===== config.mk =====
export PLATFORM = sky130hd
export DESIGN_NAME = lcd_char_controller
export DESIGN_NICKNAME = d
export VERILOG_FILES = /design/src/rtl/lcd_char_controller.sv
export SDC_FILE = /design/constraint.sdc
export NUM_CORES = 1
export LEC_CHECK = 0
export CORE_MARGIN = 3
export CORE_UTILIZATION = 59
export DETAILED_ROUTE_END_ITERATION = 10
export PLACE_DENSITY = 0.9
export SLEW_MARGIN = 20
export SYNTH_ARGS = -nofsm -noshare
export SYNTH_HDL_FRONTEND = slang
export SYNTH_SLANG_ARGS = --single-unit

===== constraint.sdc =====
create_clock -name I_CLK -period 3.35 [get_ports I_CLK]
set_clock_uncertainty 0.2 [all_clocks]
set_input_delay 0.5025 -clock I_CLK [delete_from_list [all_inputs] [get_ports I_CLK]]
set_output_delay 0.5025 -clock I_CLK [all_outputs]
set_load 0.01 [all_outputs]

===== src/rtl/lcd_char_controller.sv =====
// HD44780-compatible character-LCD controller, 8-bit write-only bus.
// Runs the power-up/init sequence, then writes one character per start/done handshake on a 2x16 panel.
module lcd_char_controller #(
  parameter int unsigned POWERUP_CYCLES    = 2000000,
  parameter int unsigned EN_HIGH_CYCLES    = 50,
  parameter int unsigned CMD_WAIT_CYCLES   = 5000,
  parameter int unsigned CLEAR_WAIT_CYCLES = 200000
) (
  input  logic       I_CLK,
  input  logic       I_RST_N,
  input  logic [7:0] I_DATA,
  input  logic       I_WRITE_START,
  output logic       O_INIT_DONE,
  output logic       O_WRITE_DONE,
  output logic [7:0] O_LCD_DB,
  output logic       O_LCD_RS,
  output logic       O_LCD_RW,
  output logic       O_LCD_E
);

  typedef enum logic [2:0] {
    ST_POWERUP,
    ST_INIT,
    ST_IDLE,
    ST_CHAR,
    ST_WRAP,
    ST_DONE
  } state_t;

  typedef enum logic [1:0] {
    PH_SETUP,
    PH_EN_HIGH,
    PH_SETTLE
  } phase_t;

  localparam logic [2:0] LAST_INIT_IDX = 3'd5;

  function automatic logic [7:0] init_cmd(input logic [2:0] idx);
    case (idx)
      3'd0, 3'd1, 3'd2: init_cmd = 8'h38;
      3'd3:             init_cmd = 8'h0C;
      3'd4:             init_cmd = 8'h01;
      default:          init_cmd = 8'h06;
    endcase
  endfunction

  state_t      state, state_n;
  phase_t      phase, phase_n;
  logic [31:0] cnt, cnt_n;
  logic [2:0]  init_idx, init_idx_n;
  logic [3:0]  col, col_n;
  logic        line, line_n;
  logic [7:0]  db_n;
  logic        rs_n, e_n, init_done_n, write_done_n;
  logic [31:0] settle_last;

  // Clear-display needs the long settle; the byte on the bus identifies the transaction.
  assign settle_last = (!O_LCD_RS && O_LCD_DB == 8'h01) ? 32'(CLEAR_WAIT_CYCLES - 1)
                                                        : 32'(CMD_WAIT_CYCLES - 1);

  assign O_LCD_RW = 1'b0;

  // NOTE: every variable gets a default at the top so no path leaves it unassigned (no latch).
  always_comb begin
    state_n      = state;
    phase_n      = phase;
    cnt_n        = cnt;
    init_idx_n   = init_idx;
    col_n        = col;
    line_n       = line;
    db_n         = O_LCD_DB;
    rs_n         = O_LCD_RS;
    e_n          = 1'b0;
    init_done_n  = O_INIT_DONE;
    write_done_n = 1'b0;

    case (state)
      ST_POWERUP: begin
        if (cnt == 32'(POWERUP_CYCLES)) begin
          state_n    = ST_INIT;
          phase_n    = PH_SETUP;
          cnt_n      = '0;
          init_idx_n = '0;
          db_n       = init_cmd(3'd0);
          rs_n       = 1'b0;
        end else begin
          cnt_n = cnt + 32'd1;
        end
      end

      ST_IDLE: begin
        if (I_WRITE_START && O_INIT_DONE) begin
          state_n = ST_CHAR;
          phase_n = PH_SETUP;
          cnt_n   = '0;
          db_n    = I_DATA;
          rs_n    = 1'b1;
        end
      end

      ST_DONE: state_n = ST_IDLE;

      default: begin
        // Shared bus transaction engine for INIT, CHAR and WRAP.
        case (phase)
          PH_SETUP: begin
            phase_n = PH_EN_HIGH;
            cnt_n   = '0;
            e_n     = 1'b1;
          end

          PH_EN_HIGH: begin
            if (cnt == 32'(EN_HIGH_CYCLES - 1)) begin
              phase_n = PH_SETTLE;
              cnt_n   = '0;
            end else begin
              cnt_n = cnt + 32'd1;
              e_n   = 1'b1;
            end
          end

          default: begin
            if (cnt == settle_last) begin
              cnt_n = '0;
              case (state)
                ST_INIT: begin
                  if (init_idx == LAST_INIT_IDX) begin
                    state_n     = ST_IDLE;
                    init_done_n = 1'b1;
                  end else begin
                    init_idx_n = init_idx + 3'd1;
                    phase_n    = PH_SETUP;
                    db_n       = init_cmd(init_idx + 3'd1);
                  end
                end

                ST_CHAR: begin
                  if (col == 4'd15) begin
                    col_n   = '0;
                    line_n  = ~line;
                    state_n = ST_WRAP;
                    phase_n = PH_SETUP;
                    db_n    = line ? 8'h80 : 8'hC0;
                    rs_n    = 1'b0;
                  end else begin
                    col_n        = col + 4'd1;
                    state_n      = ST_DONE;
                    write_done_n = 1'b1;
                  end
                end

                default: begin
                  state_n      = ST_DONE;
                  write_done_n = 1'b1;
                end
              endcase
            end else begin
              cnt_n = cnt + 32'd1;
            end
          end
        endcase
      end
    endcase
  end

  // NOTE: sequential state uses non-blocking assignments so all registers update together.
  always_ff @(posedge I_CLK or negedge I_RST_N) begin
    if (!I_RST_N) begin
      state        <= ST_POWERUP;
      phase        <= PH_SETUP;
      cnt          <= '0;
      init_idx     <= '0;
      col          <= '0;
      line         <= 1'b0;
      O_LCD_DB     <= '0;
      O_LCD_RS     <= 1'b0;
      O_LCD_E      <= 1'b0;
      O_INIT_DONE  <= 1'b0;
      O_WRITE_DONE <= 1'b0;
    end else begin
      state        <= state_n;
      phase        <= phase_n;
      cnt          <= cnt_n;
      init_idx     <= init_idx_n;
      col          <= col_n;
      line         <= line_n;
      O_LCD_DB     <= db_n;
      O_LCD_RS     <= rs_n;
      O_LCD_E      <= e_n;
      O_INIT_DONE  <= init_done_n;
      O_WRITE_DONE <= write_done_n;
    end
  end

endmodule


Word-level counts from Yosys, hierarchy flattened

Cells that the tools add are included.
Widths: inputs -> output; s select.

Add/subtract/negate cells: 3
Bitwise operators: 5
Equal/unequal tests: 27
Reduce and logical (&&, ||, !) cells: 28
Muxes and demuxes: 56

Operator list:

| cell                  | count |
|---|---|
| $mux 32               | 4 |
| $pmux 32 s3           | 1 |
| $pmux 32 s2           | 1 |
| $mux 8                | 6 |
| $add 32x1->32 const B | 1 |
| $eq 32x18->1          | 1 |
| $eq 32x21->1 const B  | 1 |
| $eq 32x6->1 const B   | 1 |
| $mux 3                | 10 |
| $pmux 8 s3            | 1 |
| $mux 18               | 1 |
| $pmux 6 s3            | 1 |
| $pmux 8 s2            | 1 |
| $reduce_and 8->1      | 2 |
| $reduce_and 5->1      | 3 |
| $mux 1                | 13 |
| $eq 3x2->1 const B    | 4 |
| $mux 2                | 6 |
| $ne 6x6->1 const B    | 2 |
| $pmux 3 s2            | 2 |
| $eq 3x3->1 const B    | 3 |
| $pmux 3 s3            | 1 |
| $reduce_bool 3->1     | 3 |
| $eq 8x1->1 const B    | 1 |
| 33 further kinds      | 49 |

Output and inout port bits: 13
Flip-flop bits (word level): 57
Bits of input ports: 11
Word-level logic and storage cells: 130

Depth between registers and ports, before layout

Gate-level depths: netlist of run 1.

Word-level depth: 9
Gate-level depth with buffers: 9
Mapped depth without buffers: 8

Least setup slack after synthesis of run 1

No wires, ideal clock.

Path kind: flip-flop to flip-flop
Start point: register cnt[6]
End point: register O_LCD_DB[0]
Cell stages (with the launch flop): 9
Path buffers: 2
Setup slack: 0.651 ns
Data required time: 3.025 ns
Arrival: 2.374 ns
Clock period less this slack: 2.699 ns
Library setup time: 0.125 ns
Cell sequence: dfrtp_1 clkbuf_1 nor4_1 nand4_1 or3_1 nor3b_2 o221a_2 buf_4 mux2_2

Longest elaborated chain between the ends: 3
Elaborated cells between the ends (all ways): 5
Those cells by class: eq/ne (3); reduce/logical (2)

RTL lines:

| element                                                   | RTL line | text |
|---|---|---|
| from (decl)                                               | 49       | `logic [31:0] cnt, cnt_n;` |
| from (signal assigned)                                    | 183      | `cnt <= cnt_n;` |
| $eq 32x21->1 or $eq 32x18->1 (tied branches)              | 79, 123  |  |
| $ne 2x2->1 (no line) or $reduce_bool 3->1 (tied branches) | -        |  |
| $reduce_and 8->1 (no line) *                              | -        |  |
| to (signal assigned)                                      | 187      | `O_LCD_DB <= db_n;` |
| to (decl)                                                 | 15       | `output logic [7:0] O_LCD_DB,` |

Mark *: on every way between the ends. The rest lies on a longest branch, timed or not.
A chain may end at the register's enable or synchronous reset.

Worst setup path in the final report of run 1

Start point: register cnt[17]
End point: register cnt[1]

Longest elaborated chain between the ends: 4
Elaborated cells between the ends (all ways): 8
Those cells by class: eq/ne (3); mux (5)

RTL lines:

| element                                     | RTL line | text |
|---|---|---|
| $eq 32x18->1 or $eq 32x6->1 (tied branches) | 123, 113 |  |
| $mux 32 (on tied branches)                  | 123, 113 |  |
| $pmux 32 s2                                 | 105      | `case (phase)` |
| $pmux 32 s3 *                               | 77       | `case (state)` |

Marked as above.

==> results of run 1 <==
worst max-delay path, cell delays in order (launching register included):
cell and delay, ns:
sky130_fd_sc_hd__dfrtp_1 0.44, sky130_fd_sc_hd__or4_1 0.56, sky130_fd_sc_hd__nor4_1 0.20, sky130_fd_sc_hd__nor4b_1 0.53, sky130_fd_sc_hd__o2bb2ai_2 0.30, sky130_fd_sc_hd__nor2_1 0.42
sky130_fd_sc_hd__o22ai_1 0.16
stage by stage:
stage	cells	instance area, um^2	total power, W	hold slack, ns	worst slack [ns]
floorplan	374	3370	0.000703	0.00691	0.651
global placement	454	3630	0.000728	0.286	0.501
detailed placement	454	3630	0.000728	0.301	0.459
CTS	470	3870	0.00152	0.0932	0.400
global route	470	3870	0.00156	0.125	0.166
finish	470	3870	0.00151	0.0666	0.382
flip-flops by register name, summed over array words and instances (netlist names), 2 cells and up, named ones only:
| register | cells |
|---|---|
| state | 2 |
| cnt | 32 |
| init_idx | 3 |
| col | 4 |
| O_LCD_DB | 8 |
| phase | 2 |
cell families (layout without fill, tap and decap cells):
kind of cell,count (synthesis),in the layout,synth area share (%)
multiplexers,14,14,4.42
flip-flops,57,57,42.4
AND/OR/NAND/NOR,172,172,26.0
buffers and inverters,37,63,4.76
XOR/XNOR,25,25,6.50
adder cells (fa/ha/maj),9,9,3.34
other,1,1,0.111
AO/OA/AOI/OAI,59,59,12.5
synthesized netlist by cell type, types with 3 or more instances:
cell / number
sky130_fd_sc_hd__a21oi_1: 7
sky130_fd_sc_hd__a31o_2: 3
sky130_fd_sc_hd__and2_1: 4
sky130_fd_sc_hd__and3_1: 5
sky130_fd_sc_hd__buf_4: 5
sky130_fd_sc_hd__clkbuf_1: 11
sky130_fd_sc_hd__dfrtp_1: 57
sky130_fd_sc_hd__ha_1: 9
sky130_fd_sc_hd__inv_1: 18
sky130_fd_sc_hd__mux2_2: 7
sky130_fd_sc_hd__mux2i_1: 7
sky130_fd_sc_hd__nand2_1: 34
sky130_fd_sc_hd__nand2b_1: 3
sky130_fd_sc_hd__nand3_1: 21
sky130_fd_sc_hd__nand4_1: 12
sky130_fd_sc_hd__nor2_1: 44
sky130_fd_sc_hd__nor2b_1: 4
sky130_fd_sc_hd__nor3_1: 14
sky130_fd_sc_hd__nor4_1: 9
sky130_fd_sc_hd__o211ai_1: 8
sky130_fd_sc_hd__o21ai_0: 15
sky130_fd_sc_hd__o31ai_1: 3
sky130_fd_sc_hd__or2_2: 3
sky130_fd_sc_hd__or3_1: 3
sky130_fd_sc_hd__or4_1: 4
sky130_fd_sc_hd__xnor2_1: 17
sky130_fd_sc_hd__xor2_1: 8
layout by cell type, fill, tap and decap left out, drive strengths merged, types with 9 or more instances in the layout:
cell	synthesis	layout
xnor2	17	17
clkbuf	11	11
dfrtp	57	57
nor4	9	9
nand3	21	21
nand2	34	34
nor3	15	15
nor2	44	44
ha	9	9
inv	18	18
clkdlybuf4s50	0	21
nand4	12	12
o21ai	15	15
per-layer routing:
metal / up-vias / share of wire [%] / track usage (%)
li1: 1376 / - / -
met3: 10 / 6.6 / 8.88
met5: - / 0 / 0
met2: 108 / 50 / 41.9
met1: 1427 / 42 / 33.0
met4: 0 / 1.6 / 8.45
final cells by class:
cell class | count | share of cell area (%)
multi-input cells | 280 | 46.0
flip-flops and latches | 57 | 36.8
inverters | 18 | 1.74
repair buffers | 29 | 6.91
clock buffers | 11 | 3.65
clock inverters | 5 | 2.65
well taps | 70 | 2.26
final timing paths:
check / slack, ns / start / cells after the start / endpoint
setup / recovery: 0.38 / cnt[17] / 6 / cnt[1]
hold / removal: 0.07 / I_RST_N / 1 / init_idx[2]
setup reg to reg: 0.38 / cnt[17] / 6 / cnt[1]
hold reg to reg: 0.30 / phase[0] / 1 / O_LCD_E
max in group asynchronous: 2.09 / I_RST_N / 2 / cnt[28]
min in group I_CLK: 0.30 / phase[0] / 1 / O_LCD_E
where the power goes:
part	internal (W)	switching (W)
Combinational	0.0000104	0.0000157
Clock	0.000513	0.000280
Sequential	0.000688	0
==> run_summary.xml, run 1 <==
<?xml version="1.0" encoding="UTF-8"?>
<metrics>
  <group name="run_status">
    <metric name="status" unit="">finished, final reports clean</metric>
  </group>
  <group name="clock_network">
    <metric name="clock_pin_transition_on_the_worst_setup_and_hold_timing_paths" unit="ns">0.07</metric>
    <metric name="holdBufCountCts" unit="">0</metric>
    <metric name="clock_path_buffers" unit="">2</metric>
    <metric name="cts_max_level" unit="">3</metric>
    <metric name="tritoncts" unit="">yes</metric>
    <metric name="clockRootBuffer" unit="">sky130_fd_sc_hd__clkbuf_8</metric>
    <metric name="clock_latency" unit="ns">0.35</metric>
    <metric name="post_cts.resized_instances" unit="">0</metric>
    <metric name="postCtsSetupRepairBufs" unit="">0</metric>
    <metric name="numCtsBuffers" unit="">9</metric>
    <metric name="cts_sinks" unit="">57</metric>
  </group>
  <group name="critical_path">
    <metric name="setup.worst_path.start_class" unit="">flop</metric>
    <metric name="end_kind" unit="">flop</metric>
    <metric name="crit_arrival" unit="ns">2.96</metric>
    <metric name="setup_cp_type" unit="">flop to flop</metric>
    <metric name="critical_path_required" unit="ns">3.35</metric>
    <metric name="path_max_fanout" unit="">14</metric>
  </group>
  <group name="job">
    <metric name="cap_viol_max_count" unit="">0</metric>
  </group>
  <group name="timing">
    <metric name="maxClockFrequency" unit="MHz">337</metric>
    <metric name="setup_repair_after_global_routing_missed_its_margin" unit="">no</metric>
    <metric name="final_hold_viol_count" unit="">0</metric>
    <metric name="tns" unit="ns">0</metric>
    <metric name="tightestPinTransition" unit="ns">0.855</metric>
    <metric name="setup-violations-final" unit="">0</metric>
    <metric name="timing.max_slew.rel_slack" unit="%">43.0</metric>
    <metric name="maxSlewViolCount" unit="">0</metric>
    <metric name="post-route-min-period" unit="ns">2.97</metric>
    <metric name="final_min_period_over_clock_period" unit="%">88.6</metric>
  </group>
  <group name="synthesis">
    <metric name="ys_warn_count" unit="">0</metric>
    <metric name="netlist-cell-type-count" unit="">57</metric>
    <metric name="synth_area_leaders" unit="">sky130_fd_sc_hd__dfrtp_1, sky130_fd_sc_hd__nor2_1, sky130_fd_sc_hd__xnor2_1</metric>
    <metric name="mapped_avg_cell_area" unit="um^2">9.00</metric>
    <metric name="synth_ff_type" unit="">sky130_fd_sc_hd__dfrtp_1</metric>
    <metric name="synth_largest_area_cell" unit="">sky130_fd_sc_hd__dfrtp_1</metric>
    <metric name="synth_sequential_area_ratio" unit="%">42.4</metric>
    <metric name="synth_net_count" unit="">394</metric>
    <metric name="yosys_register_bits" unit="">57</metric>
    <metric name="yosys.area.top_type_share" unit="%">42.4</metric>
    <metric name="syn_inst" unit="">374</metric>
    <metric name="netlist_area_before_placement" unit="um^2">3370</metric>
    <metric name="synth-edff-count" unit="">0</metric>
    <metric name="synthArstFlopShare" unit="%">100</metric>
  </group>
  <group name="placed_design">
    <metric name="gpl.final_weighted_congestion" unit="">0.879</metric>
    <metric name="io_buffers" unit="">22</metric>
    <metric name="dp.final_hpwl" unit="mm">5.47</metric>
  </group>
  <group name="floorplan">
    <metric name="placement_rows" unit="">26</metric>
    <metric name="width_of_the_die" unit="um">81.5</metric>
    <metric name="die_h" unit="um">81.5</metric>
    <metric name="top_level_ports" unit="">24</metric>
    <metric name="die_area" unit="um^2">6650</metric>
    <metric name="floorplan_core_area" unit="um^2">5300</metric>
    <metric name="floorplan.initialDensity" unit="%">63.5</metric>
  </group>
  <group name="power">
    <metric name="leakage" unit="nW">1.68</metric>
    <metric name="worst_ir_drop_vdd" unit="mV">0.349</metric>
    <metric name="power_density_of_the_placed_cells" unit="nW/um^2">389</metric>
  </group>
  <group name="route">
    <metric name="avgViaCountPerCell" unit="">6.21</metric>
    <metric name="dr.first_iter.drc_count" unit="">168</metric>
    <metric name="drt_first_pass_iters" unit="">5</metric>
    <metric name="total_wire_length" unit="mm">7.67</metric>
    <metric name="detail_route.drc_violations" unit="">0</metric>
    <metric name="drt.antenna.violating_nets" unit="">0</metric>
    <metric name="dr_total_vias" unit="">2921</metric>
    <metric name="drt-wirelength-per-cell" unit="um">16.3</metric>
  </group>
  <group name="final_layout">
    <metric name="multi_input_comb_area" unit="um^2">1780</metric>
    <metric name="final_layout_size_suffix_gt1_share" unit="%">10.3</metric>
    <metric name="final-seq-area" unit="um^2">1430</metric>
    <metric name="nFillCells" unit="">375</metric>
    <metric name="synthToLayoutAreaGrowth" unit="%">15.1</metric>
    <metric name="antenna_cells_inserted" unit="">0</metric>
    <metric name="final_core_util" unit="%">73.1</metric>
    <metric name="nets" unit="">415</metric>
  </group>
  <group name="global_routing">
    <metric name="grt_pass1_vias" unit="">2688</metric>
    <metric name="grt_overflow" unit="">0</metric>
    <metric name="grt_start_max_net_pins" unit="">40</metric>
    <metric name="grt.total_usage" unit="%">26.1</metric>
    <metric name="first_pass_grt_wire_length" unit="mm">13.0</metric>
    <metric name="antenna_violations_before_repair" unit="">0</metric>
  </group>
  <group name="worst_hold_path">
    <metric name="worst_hold_path_type" unit="">input pin to asynchronous set/reset pin</metric>
  </group>
</metrics>
(Power assumes the default switching activity.)
==> inputs of run 2 (changes only) <==
--- a/config.mk
+++ b/config.mk
@@ -8,6 +8,7 @@
 export CORE_MARGIN = 3
 export CORE_UTILIZATION = 59
 export DETAILED_ROUTE_END_ITERATION = 10
+export MAX_ROUTING_LAYER = met4
 export PLACE_DENSITY = 0.9
 export SLEW_MARGIN = 20
 export SYNTH_ARGS = -nofsm -noshare
==> run 2 against run 1 <==
Net effect: sequential share of layout area unchanged; global-route usage up 0.56 points; non-clock buffer count unchanged; critical endpoint unchanged; largest power group unchanged.
==> run_summary.xml, run 2 (synthesized netlist as in run 1, its figures left out) <==
<?xml version="1.0" encoding="UTF-8"?>
<metrics>
  <group name="clock_network">
    <metric name="postCtsSetupRepairBufs" unit="">0</metric>
    <metric name="clockRootBuffer" unit="">sky130_fd_sc_hd__clkbuf_8</metric>
    <metric name="cts_max_level" unit="">3</metric>
    <metric name="clock_path_buffers" unit="">2</metric>
    <metric name="post_cts.resized_instances" unit="">0</metric>
    <metric name="cts_sinks" unit="">57</metric>
    <metric name="tritoncts" unit="">yes</metric>
    <metric name="clock_pin_transition_on_the_worst_setup_and_hold_timing_paths" unit="ns">0.07</metric>
    <metric name="clock_latency" unit="ns">0.35</metric>
    <metric name="numCtsBuffers" unit="">9</metric>
    <metric name="holdBufCountCts" unit="">0</metric>
  </group>
  <group name="floorplan">
    <metric name="floorplan_core_area" unit="um^2">5300</metric>
    <metric name="die_h" unit="um">81.5</metric>
    <metric name="top_level_ports" unit="">24</metric>
    <metric name="floorplan.initialDensity" unit="%">63.5</metric>
    <metric name="placement_rows" unit="">26</metric>
    <metric name="die_area" unit="um^2">6650</metric>
    <metric name="width_of_the_die" unit="um">81.5</metric>
  </group>
  <group name="timing">
    <metric name="maxClockFrequency" unit="MHz">332</metric>
    <metric name="setup_repair_after_global_routing_missed_its_margin" unit="">no</metric>
    <metric name="post-route-min-period" unit="ns">3.01</metric>
    <metric name="maxSlewViolCount" unit="">0</metric>
    <metric name="tns" unit="ns">0</metric>
    <metric name="setup-violations-final" unit="">0</metric>
    <metric name="final_min_period_over_clock_period" unit="%">89.9</metric>
    <metric name="timing.max_slew.rel_slack" unit="%">43.6</metric>
    <metric name="final_hold_viol_count" unit="">0</metric>
    <metric name="tightestPinTransition" unit="ns">0.845</metric>
    <metric name="worst_slack" unit="ns">0.339</metric>
  </group>
  <group name="placed_design">
    <metric name="dp_cells" unit="">454</metric>
    <metric name="gpl.final_weighted_congestion" unit="">0.893</metric>
    <metric name="io_buffers" unit="">22</metric>
    <metric name="dp.final_hpwl" unit="mm">5.47</metric>
    <metric name="placement.setup.worst_slack" unit="ns">0.459</metric>
    <metric name="placement.cell_area" unit="um^2">3630</metric>
  </group>
  <group name="worst_hold_path">
    <metric name="worst_hold_path_type" unit="">input pin to asynchronous set/reset pin</metric>
  </group>
  <group name="critical_path">
    <metric name="r2r-start" unit="">cnt[17]</metric>
    <metric name="path_max_fanout" unit="">14</metric>
    <metric name="critical_r2r_capture" unit="">cnt[1]</metric>
    <metric name="number_of_cells_on_the_worst_reg_to_reg_path" unit="">6</metric>
    <metric name="setup_cp_type" unit="">flop to flop</metric>
    <metric name="end_kind" unit="">flop</metric>
    <metric name="worst_setup_slack_for_register_to_register_paths" unit="ns">0.34</metric>
    <metric name="critical_path_required" unit="ns">3.35</metric>
    <metric name="crit_arrival" unit="ns">3.01</metric>
    <metric name="setup.worst_path.start_class" unit="">flop</metric>
  </group>
  <group name="final_layout">
    <metric name="finalNonFillerCells" unit="">470</metric>
    <metric name="synthToLayoutAreaGrowth" unit="%">15.1</metric>
    <metric name="final_layout_size_suffix_gt1_share" unit="%">10.3</metric>
    <metric name="largest_reg_flops" unit="">32</metric>
    <metric name="final_cell_mix" unit="">sky130_fd_sc_hd__dfrtp_1, sky130_fd_sc_hd__nor2_1, sky130_fd_sc_hd__nand2_1</metric>
    <metric name="max_flop_register" unit="">cnt</metric>
    <metric name="nFillCells" unit="">375</metric>
    <metric name="antenna_cells_inserted" unit="">0</metric>
    <metric name="reg.largest.list" unit="">cnt: 32 flops, O_LCD_DB: 8 flops, col: 4 flops</metric>
    <metric name="nets" unit="">415</metric>
    <metric name="layout.cell_area.non_filler" unit="um^2">3870</metric>
    <metric name="layout.cells.most_common" unit="">sky130_fd_sc_hd__dfrtp_1</metric>
  </group>
  <group name="route">
    <metric name="drt.antenna.violating_nets" unit="">0</metric>
    <metric name="avgViaCountPerCell" unit="">6.13</metric>
    <metric name="dr_total_vias" unit="">2883</metric>
    <metric name="dr.first_iter.drc_count" unit="">185</metric>
    <metric name="drt_first_pass_iters" unit="">5</metric>
    <metric name="detail_route.drc_violations" unit="">0</metric>
    <metric name="total_wire_length" unit="mm">7.69</metric>
    <metric name="drt-wirelength-per-cell" unit="um">16.4</metric>
  </group>
  <group name="power">
    <metric name="sequentialPowerShare" unit="%">45.6</metric>
    <metric name="power.share.switching" unit="%">19.8</metric>
    <metric name="cellInternalPower" unit="W">0.00121</metric>
    <metric name="power_density_of_the_placed_cells" unit="nW/um^2">390</metric>
    <metric name="net_switching_power_of_the_design" unit="W">0.000299</metric>
    <metric name="combPwrFrac" unit="%">1.7</metric>
    <metric name="report.power.total" unit="W">0.00151</metric>
    <metric name="worst_ir_drop_vdd" unit="mV">0.351</metric>
    <metric name="leakage" unit="nW">1.68</metric>
    <metric name="clock_power_share" unit="%">52.7</metric>
  </group>
  <group name="global_routing">
    <metric name="grt.total_usage" unit="%">26.6</metric>
    <metric name="first_pass_grt_wire_length" unit="mm">13.0</metric>
    <metric name="grt_pass1_vias" unit="">2699</metric>
    <metric name="antenna_violations_before_repair" unit="">0</metric>
    <metric name="grt_start_max_net_pins" unit="">40</metric>
    <metric name="grt_overflow" unit="">0</metric>
  </group>
  <group name="run_status">
    <metric name="status" unit="">finished, final reports clean</metric>
  </group>
  <group name="job">
    <metric name="cap_viol_max_count" unit="">0</metric>
  </group>
</metrics>
==> run 2: cell counts in the layout (fill, tap and decap cells not counted) <==
No cell type changed its count.
==> run 2: power groups by stage <==
stage | Clock, W | Combinational [W] | Sequential (W)
finish | 0.000797 | 0.0000258 | 0.000688
global route | 0.000838 | 0.0000292 | 0.000688
CTS | 0.000802 | 0.0000271 | 0.000688
detailed placement | 0 | 0.0000269 | 0.000701
global placement | 0 | 0.0000266 | 0.000701
floorplan | 0 | 0.00000141 | 0.000701
==> run 2: how the worst max path moves through the flow <==
stage	startpoint	to	cells past startpoint
2_1_floorplan	cnt[6]	O_LCD_DB[0]	8
6_report	cnt[17]	cnt[1]	6
3_5_place_dp	cnt[5]	cnt[1]	6
4_1_cts	cnt[17]	cnt[6]	6
3_3_place_gp	cnt[17]	cnt[7]	6
5_1_grt	cnt[6]	cnt[2]	6
==> run 2: critical path: stages (launching register included) <==
cell,delay [ns]
sky130_fd_sc_hd__dfrtp_1,0.44
sky130_fd_sc_hd__or4_1,0.57
sky130_fd_sc_hd__nor4_1,0.20
sky130_fd_sc_hd__nor4b_1,0.54
sky130_fd_sc_hd__o2bb2ai_2,0.30
sky130_fd_sc_hd__nor2_1,0.44
sky130_fd_sc_hd__o22ai_1,0.17
==> run 2: final cells by class <==
class                      count  area, um^2  area share [%]
clock buffer                  11         141            3.65
clock inverter                 5         103            2.65
inverter                      18        67.6            1.74
multi-input combinational    280        1780            46.0
sequential                    57        1430            36.8
tap                           70        87.6            2.26
timing repair buffer          29         268            6.91
==> run 2: routing by layer <==
metal	global-route usage (%)	part of all wire (%)	up-vias	wire, um
met5	-	0	-	0
met4	8.45	2.0	0	152
met3	8.55	5.1	14	392
met2	42.0	50	74	3820
met1	32.6	43	1415	3320
li1	-	-	1380	-
==> run 2: through the flow <==
stage	hold slack, ns	util (%)
floorplan	0.00691	-
global placement	0.286	68.5
detailed placement	0.301	68.5
CTS	0.0932	73.1
global route	0.127	73.1
finish	0.0629	73.1
